$ cat src/rtl/cpu_trace_monitor.sv
// cpu_trace_monitor: run-control (cycle limit / PC breakpoint halt) and show-ahead event trace FIFO.
// Define TRACE_BP_EN to build the PC breakpoint comparator; otherwise bp_en/bp_pc are ignored.
module cpu_trace_monitor #(
  parameter int STATE_W = 5,
  parameter int DATA_W = 16,
  parameter int CYCLE_W = 32,
  parameter int DEPTH = 16,
  parameter logic [STATE_W-1:0] FETCH_CODE = '0
) (
  input  logic                                  clk,
  input  logic                                  reset,
  input  logic                                  start,
  input  logic                                  clear,
  input  logic [STATE_W-1:0]                    state,
  input  logic [DATA_W-1:0]                     pc,
  input  logic [DATA_W-1:0]                     adr,
  input  logic [DATA_W-1:0]                     writedata,
  input  logic                                  memwrite,
  input  logic [CYCLE_W-1:0]                    cycle_limit,
  input  logic                                  bp_en,
  input  logic [DATA_W-1:0]                     bp_pc,
  output logic                                  running,
  output logic                                  halt,
  output logic [CYCLE_W-1:0]                    cycle_count,
  output logic                                  rd_valid,
  input  logic                                  rd_ready,
  output logic [2+CYCLE_W+STATE_W+2*DATA_W-1:0] rd_data,
  output logic [$clog2(DEPTH):0]                fill,
  output logic                                  overflow,
  output logic [7:0]                            drop_count
);
  localparam int PW = $clog2(DEPTH);
  localparam int EW = 2 + CYCLE_W + STATE_W + 2 * DATA_W;
  localparam logic [PW:0] FULL = (PW+1)'(DEPTH);

  typedef enum logic [1:0] {IDLE, RUN, HALTED} fsm_t;

  fsm_t fsm;
  logic [STATE_W-1:0] prev_state;
  logic [EW-1:0] mem [DEPTH];
  logic [PW-1:0] wptr, rptr;
  logic [CYCLE_W-1:0] cnt_next;
  logic [1:0] kind;
  logic bp_hit, halt_now, push, pop, full, wr, drop;
  logic [EW-1:0] entry;

`ifdef TRACE_BP_EN
  assign bp_hit = bp_en && state == FETCH_CODE && pc == bp_pc;
`else
  logic unused_bp;
  assign unused_bp = ^{bp_en, bp_pc};
  assign bp_hit = 1'b0;
`endif

  // cnt_next is the count "shown" by the current RUN cycle; the first RUN cycle shows 1
  assign cnt_next = &cycle_count ? cycle_count : cycle_count + 1'b1;
  assign halt_now = (cycle_limit != '0 && cnt_next == cycle_limit) || bp_hit;
  assign kind = {memwrite, state != prev_state};
  assign push = fsm == RUN && |kind && !clear;
  assign entry = {kind, cnt_next, state, memwrite ? adr : pc, writedata};
  assign rd_valid = fill != '0;
  assign rd_data = rd_valid ? mem[rptr] : '0;
  assign pop = rd_valid && rd_ready;
  assign full = fill == FULL;
  assign wr = push && (!full || pop);
  assign drop = push && full && !pop;

  always_ff @(posedge clk) begin
    if (wr) mem[wptr] <= entry;
  end

  always_ff @(posedge clk or negedge reset) begin
    if (!reset) begin
      fsm <= IDLE;
      running <= 1'b0;
      halt <= 1'b0;
      cycle_count <= '0;
      prev_state <= '0;
      wptr <= '0;
      rptr <= '0;
      fill <= '0;
      overflow <= 1'b0;
      drop_count <= '0;
    end else begin
      prev_state <= state;
      if (clear) begin
        fsm <= IDLE;
        running <= 1'b0;
        halt <= 1'b0;
        cycle_count <= '0;
        wptr <= '0;
        rptr <= '0;
        fill <= '0;
        overflow <= 1'b0;
        drop_count <= '0;
      end else begin
        case (fsm)
          IDLE: if (start) begin
            fsm <= RUN;
            running <= 1'b1;
          end
          RUN: begin
            cycle_count <= cnt_next;
            if (halt_now) begin
              fsm <= HALTED;
              running <= 1'b0;
              halt <= 1'b1;
            end
          end
          default: ;
        endcase
        if (wr) wptr <= wptr + 1'b1;
        if (pop) rptr <= rptr + 1'b1;
        fill <= fill + (PW+1)'(wr) - (PW+1)'(pop);
        if (drop) overflow <= 1'b1;
        if (drop && drop_count != 8'hff) drop_count <= drop_count + 8'd1;
      end
    end
  end
endmodule
$ cat config.mk
export PLATFORM = sky130hd
export DESIGN_NAME = cpu_trace_monitor
export DESIGN_NICKNAME = d
export VERILOG_FILES = /design/src/rtl/cpu_trace_monitor.sv
export SDC_FILE = /design/constraint.sdc
export NUM_CORES = 1
export LEC_CHECK = 0
export ABC_CLOCK_PERIOD_IN_PS = 6300
export BUFFER_PORTS_ARGS = -buffer_cell sky130_fd_sc_hd__buf_2
export CAP_MARGIN = 10
export CORE_ASPECT_RATIO = 0.6
export CORE_MARGIN = 2
export CORE_UTILIZATION = 63
export CTS_BUF_LIST = sky130_fd_sc_hd__clkbuf_8
export DETAILED_ROUTE_END_ITERATION = 6
export GPL_ROUTABILITY_DRIVEN = 0
export PLACE_DENSITY = 0.81
export SYNTH_ARGS = -nofsm -noshare
export SYNTH_HDL_FRONTEND = slang
export SYNTH_SLANG_ARGS = --single-unit
$ cat constraint.sdc
create_clock -name clk -period 6.3 [get_ports clk]
set_input_delay 1.26 -clock clk [delete_from_list [all_inputs] [get_ports clk]]
set_output_delay 1.26 -clock clk [all_outputs]
set_load 0.005 [all_outputs]
# ---- Yosys cells after proc, flatten, opt, wreduce, memory -nomap -nowiden
# Memories as Yosys holds them, arrays and structs flattened.
# Index checks and enable logic that the tools add are counted.
dict set report totals {
  reg_bits 63
  mem_bits_rw 1136
  inputBits 108
  mem_count 1
}
dict set report classes {
  n_addsub 6
  eq_ne 7
  n_mux 27
  reduce_logical 26
}
# memory depth word_bits read_ports rd_clocked_by_memory_dff wr line_no
set memory_table {}
lappend memory_table {mem 16 71 1 0 1 40} ;# logic [EW-1:0] mem [DEPTH];
# cell count
set ops {}
lappend ops {{$mux W32} 3}
lappend ops {{$mux W71} 1}
lappend ops {{$add A32 B1 Y32 const B} 1}
lappend ops {{$eq A32 B32 Y1} 1}
lappend ops {{$reduce_and A32 Y1} 1}
lappend ops {{$reduce_bool A32 Y1} 1}
lappend ops {{$mux W16} 1}
lappend ops {{$mux W4} 4}
lappend ops {{$mux W8} 2}
lappend ops {{$reduce_bool A2 Y1} 6}
lappend ops {{$mux W1} 10}
lappend ops {{$add A4 B1 Y4 const B} 2}
lappend ops {{$add A8 B1 Y8 const B} 1}
lappend ops {{$logic_and A1 B1 Y1} 8}
lappend ops {{$ne A8 B8 Y1 const B} 1}
lappend ops {{$mux W2} 3}
lappend ops {{$ne A3 B3 Y1 const B} 2}
lappend ops {{$add A5 B1 Y5} 1}
lappend ops {{$eq A5 B5 Y1 const B} 1}
lappend ops {{$mux W5} 1}
lappend ops {{$ne A5 B5 Y1} 1}
lappend ops {{$reduce_bool A5 Y1} 1}
lappend ops {{$sub A5 B1 Y5} 1}
lappend ops {{$pmux W2 S2} 1}
lappend ops {{other kinds (9)} 11}

# ---- Depth between registers and ports, before layout
dict set report depth {
  depth_word 9
  mapped_depth 15
  ltp_nobuf 14
}

# ---- Worst setup path after synthesis
# No wires, ideal clock.
dict set report synth_timing {
  path_kind {input to register}
  start {input port state[0]}
  end {memory mem[10][0] in the netlist's numbering, enable pin}
  setup_ns 0.437
  arrival_time_ns 4.306
  setup_slack_ns 1.557
  path_stages 8
  n_path_buf 0
  cell_sequence {xor2_1 nor3_1 nand3_1 o21ai_0 nor2_1 inv_1 nor3b_1 and2_1}
}
dict set report synth_via {
  elab_chain_len 7
}
# item line_no
set synth_rtl {}
lappend synth_rtl {{start, declared} 14} ;# input logic [STATE_W-1:0] state,
lappend synth_rtl {{$ne A5 B5 Y1} 58} ;# assign kind = {memwrite, state != prev_state};
lappend synth_rtl {{via entry[69]} 45} ;# logic [EW-1:0] entry;
lappend synth_rtl {{$reduce_or A2 Y1} 59} ;# assign push = fsm == RUN && |kind && !clear;
lappend synth_rtl {{$logic_and A1 B1 Y1 (2 in a row)} 59}
lappend synth_rtl {{$logic_and A1 B1 Y1} 65} ;# assign wr = push && (!full || pop);
lappend synth_rtl {{$mux W1} 69} ;# if (wr) mem[wptr] <= entry;
lappend synth_rtl {{$mux W1 (implied by the code)} 69}
lappend synth_rtl {{end, declared} 40}
# The timed path passes the listed nets, and every way through them passes these cells.

# ---- Worst setup path in the final report
dict set report layout_timing {
  start {register cycle_count[1]}
  end {register fsm[1]}
}
dict set report layout_via {
  elab_chain_len 6
  elab_cells_between_ends 7
}
# item line_no
set layout_rtl {}
lappend layout_rtl {{start, declared} 24} ;# output logic [CYCLE_W-1:0] cycle_count,
lappend layout_rtl {{start signal, assigned} 103} ;# cycle_count <= cnt_next;
lappend layout_rtl {{$add A32 B1 Y32 / $reduce_and A32 Y1 (equally long branches)} 56} ;# assign cnt_next = &cycle_count ? cycle_count : cycle_count + 1'b1;
lappend layout_rtl {{$mux W32 (*)} 56}
lappend layout_rtl {{$eq A32 B32 Y1 (*)} 57} ;# assign halt_now = (cycle_limit != '0 && cnt_next == cycle_limit) || bp_hit;
lappend layout_rtl {{$logic_and A1 B1 Y1 (*)} 57}
lappend layout_rtl {{$ne A3 B3 Y1 (no source line) (*)} --}
lappend layout_rtl {{$reduce_and A3 Y1 (no source line) (*)} --}
lappend layout_rtl {{end signal, assigned} 74} ;# fsm <= IDLE;
lappend layout_rtl {{end signal, assigned} 87} ;# fsm <= IDLE;
lappend layout_rtl {{end signal, assigned} 99} ;# fsm <= RUN;
lappend layout_rtl {{end, declared} 38} ;# fsm_t fsm;
# Mark *: on every way between the ends. The rest lies on a longest branch, timed or not.
# A chain may end at the register's enable or synchronous reset.

==> results.rst <==
.. list-table::
   :header-rows: 1

   * - Metric
     - Value
   * - Sequential-to-total area share from yosys stat
     - around three quarters
   * - Number of CTS-inserted buffers
     - around 160
   * - Crit Path Max Fanout
     - 12
   * - Number of enable flip-flop cells after synthesis
     - between 1000 and 1500
   * - Pin count of the biggest net entering global routing
     - 90
   * - First-pass GRT wire length
     - 161000 um
   * - Async SR Flop Fraction
     - 5.18%
   * - Avg Synthesized Cell Area
     - 20.8 um^2
   * - Pwr Density
     - about 330 nW/um^2
   * - Cell family with the largest share of critical-path delay
     - simple AND/OR/NAND/NOR gates
   * - Hold violation total from the final report
     - 0
   * - Most common cell after layout, fill and taps aside
     - sky130_fd_sc_hd__edfxtp_1
   * - Run status
     - complete, but fails checks
   * - Pre-antenna DRT Iters
     - 7
   * - Clock Root Buffer
     - sky130_fd_sc_hd__clkbuf_8
   * - Number of ports placed on the die boundary
     - approximately 230
   * - Proportion of layout cells with a drive suffix above 1
     - about 32%
   * - Via count of the first global-routing pass
     - between 20000 and 30000
   * - Post-CTS clock slew at the launch and capture registers of the worst setup and hold paths
     - roughly 0.070 ns
   * - Critical path capture point type
     - flop
   * - Cell with the largest stage delay on the worst path
     - sky130_fd_sc_hd__a2111oi_0
   * - Overall overflow remaining after global route
     - 0
   * - Total number of nets in the final design
     - 2749
   * - Number of antenna-violating nets in the routed design
     - 0
   * - Via count
     - 25090
   * - Critical path required time
     - ~7.1 ns
   * - Relative slew slack
     - 12.0%
   * - Post-Place Worst Slack
     - between 1 and 1.5 ns
   * - Tcrit/Tclk final
     - 81.2%
   * - Remaining design rule violation count
     - about 220
   * - Accumulated negative setup slack
     - 0 ns
   * - WL final
     - roughly 110000 um
   * - Clock tree from TritonCTS
     - built
   * - Dpl hpwl
     - approximately 60000 um
   * - Violations in the final reports
     - DRC
   * - Total Power Consumption
     - 17900 uW
   * - Most frequent cells in the layout
     - 1136 x sky130_fd_sc_hd__edfxtp_1, 355 x sky130_fd_sc_hd__mux4_2, 210 x sky130_fd_sc_hd__buf_2
   * - Number of inserted filler cells in the final layout
     - about 4300
   * - Post-synthesis instance area
     - ~48000 um^2
   * - Area Overhead vs Synth
     - 11.3%
   * - Fin Clk Skew
     - just under 0.05 ns
   * - Clock latency at the later pin of the worst-skew pair
     - ~0.85 ns
   * - RSZ-0062 raised after global routing
     - false
   * - Worst Path Arrival
     - a little under 6 ns
   * - Worst min path class
     - flop to flop
   * - Die boundary width
     - between 300 and 400 um
   * - Placement Rows
     - between 70 and 80
   * - Worst Max-Slew Pin Slew
     - 1.32 ns
   * - Diode insertion count for antenna repair
     - 0
   * - Max-slew violations
     - 0
   * - Clock Sink Count
     - about 1200
   * - Hold bufs inserted after CTS
     - 0
   * - Count of unique library cells instantiated by Yosys
     - 70
   * - Die height
     - ~220 um
   * - Average routed wire per standard cell
     - slightly below 30 um
   * - Initial antenna violation count
     - 2
   * - Shortest period the worst path allows
     - around 5.1 ns
   * - Max Cap Violations
     - 0
   * - Vias/cell
     - 6.68
   * - Number of input and output port buffers inserted
     - 210
   * - Post-Synthesis Net Count
     - ~2400
   * - Area enclosed by the die boundary
     - just under 80000 um^2
   * - Number of buffer and inverter stages on the critical path
     - 1
   * - Highest achievable clock rate
     - between 150 and 200 MHz
   * - Core footprint
     - about 76000 um^2
   * - Count of H-tree levels built during CTS
     - 4
   * - Flip-flop and latch count after synthesis
     - 1198
   * - CP peak stage delay
     - a little under 1 ns
   * - Count of warnings emitted by yosys
     - 0
   * - Final setup violating endpoints
     - 0
   * - Start-to-end type of the worst setup path
     - flop to flop
   * - Global-route usage over all layers
     - 28.2%
   * - Worst-case setup margin in the final layout
     - 1.19 ns
   * - Resized cells post-CTS
     - 0
   * - Dominant synthesized flop cell
     - sky130_fd_sc_hd__edfxtp_1
   * - Number of DRC markers after the initial detailed-route iteration
     - 3772
   * - Starting utilization of the core area
     - about 64%
   * - Ordered cell list for the critical path
     - ha_1, nand4_2, nor4_4, buf_4, nand3_2, a2111oi_0, o221ai_1, a2111oi_2, nand4_1, or4_1, a21oi_1
   * - Number of buffers inserted to repair setup after CTS
     - 0
   * - IR Drop Worst-Case VDD
     - roughly 280 uV
   * - Post-synthesis instance total
     - 2324
   * - Maximum number of buffers from clock root to sink
     - 3
   * - Startpoint types
     - flop
   * - Static Leak
     - about 0.018 uW
## logic make-up (layout without fill, tap and decap cells)
| logic type | after synthesis | in the layout | share of synthesized area, % |
|---|---|---|---|
| and+or+nand+nor | 356 | 356 | 4.11 |
| muxes | 379 | 379 | 17.1 |
| xor gates and xnor gates | 94 | 94 | 1.70 |
| AOI/OAI and AO/OA | 117 | 117 | 1.63 |
| DFF | 1198 | 1198 | 73.7 |
| adders and majority gates | 14 | 14 | 0.377 |
| buffers and inverters | 166 | 600 | 1.42 |
## cell usage after synthesis (3+ instances only)
library cell,instances,share of area (%)
sky130_fd_sc_hd__dfrtp_1,62,3.2
sky130_fd_sc_hd__nor3_1,12,0.12
sky130_fd_sc_hd__buf_1,26,0.20
sky130_fd_sc_hd__nand2b_1,9,0.12
sky130_fd_sc_hd__a21oi_1,27,0.28
sky130_fd_sc_hd__o22ai_1,9,0.12
sky130_fd_sc_hd__xnor2_1,56,1.0
sky130_fd_sc_hd__nor3_2,3,0.062
sky130_fd_sc_hd__or2_2,4,0.052
sky130_fd_sc_hd__o21ai_0,27,0.28
sky130_fd_sc_hd__nor2_1,69,0.54
sky130_fd_sc_hd__a2111oi_0,3,0.054
sky130_fd_sc_hd__a31oi_1,11,0.14
sky130_fd_sc_hd__nand4_2,4,0.10
sky130_fd_sc_hd__or4_1,6,0.093
sky130_fd_sc_hd__buf_4,8,0.12
sky130_fd_sc_hd__and4_1,4,0.072
sky130_fd_sc_hd__xor2_1,38,0.69
sky130_fd_sc_hd__and2_1,92,1.2
sky130_fd_sc_hd__mux2_2,18,0.42
sky130_fd_sc_hd__nor4_1,16,0.21
sky130_fd_sc_hd__nand3_1,24,0.25
sky130_fd_sc_hd__nand4_1,16,0.21
sky130_fd_sc_hd__nand2_1,60,0.47
sky130_fd_sc_hd__mux4_2,355,17
sky130_fd_sc_hd__inv_1,31,0.24
sky130_fd_sc_hd__o32ai_1,5,0.090
sky130_fd_sc_hd__nor4b_1,3,0.054
sky130_fd_sc_hd__buf_2,17,0.18
sky130_fd_sc_hd__clkbuf_1,82,0.64
sky130_fd_sc_hd__mux2i_1,6,0.12
sky130_fd_sc_hd__and3_1,5,0.065
sky130_fd_sc_hd__ha_1,13,0.34
sky130_fd_sc_hd__or3_1,14,0.18
sky130_fd_sc_hd__edfxtp_1,1136,70
sky130_fd_sc_hd__o221a_2,3,0.070
sky130_fd_sc_hd__a311oi_1,5,0.090
sky130_fd_sc_hd__nor3b_1,4,0.062
## worst paths after layout
kind	from	to	slack, ns	depth (start not counted)
setup / recovery	cycle_count[1]	fsm[1]	1.19	11
hold / removal	halt	halt	0.52	1
setup reg to reg	cycle_count[1]	fsm[1]	1.19	11
hold reg to reg	halt	halt	0.52	1
max in group asynchronous	reset	rptr[0]	4.88	2
min in group asynchronous	reset	cycle_count[21]	0.65	2
## final cells by class
class                      instances  area [um^2]  area share, %
clock inverter                   130          694           1.29
multi-input combinational        960        12100           22.5
sequential                      1198        35700           66.3
clock buffer                     166         2280           4.24
timing repair buffer             273         1740           3.22
tap                             1000         1250           2.32
inverter                          31          116          0.216
## registers in the layout (all words and copies together) (netlist names)
name	cells
wptr	4
halt	1
cycle_count	32
fill	5
rptr	4
overflow	1
prev_state	5
fsm	2
drop_count	8
mem	1136
## power by group
| part | internal, uW | leakage [uW] | total (uW) | switching (uW) |
|---|---|---|---|---|
| Clock | 2640 | 0.00174 | 5510 | 2870 |
| Sequential | 8740 | 0.0112 | 8850 | 109 |
| Combinational | 1870 | 0.00463 | 3510 | 1640 |
## through the flow
step | std cells | hold slack, ns | utilization (%) | area [um^2]
2_1_floorplan | 2324 | 0.504 | - | 48400
3_3_place_gp | 3453 | 0.484 | 67.0 | 50800
3_5_place_dp | 3453 | 0.502 | 67.0 | 50800
4_1_cts | 3749 | 0.519 | 70.9 | 53800
5_1_grt | 3758 | 0.536 | 71.0 | 53900
6_report | 3758 | 0.520 | 71.0 | 53900
## metal layers
| layer | routed length (um) | vias to the layer above | track usage (%) |
|---|---|---|---|
| met5 | 146 | - | 1.23 |
| met4 | 3160 | 8 | 9.06 |
| met3 | 11800 | 332 | 7.38 |
| met2 | 51200 | 1588 | 42.9 |
| met1 | 42500 | 12950 | 40.7 |
| li1 | - | 10212 | - |
Power figures use the tool's default switching activity.
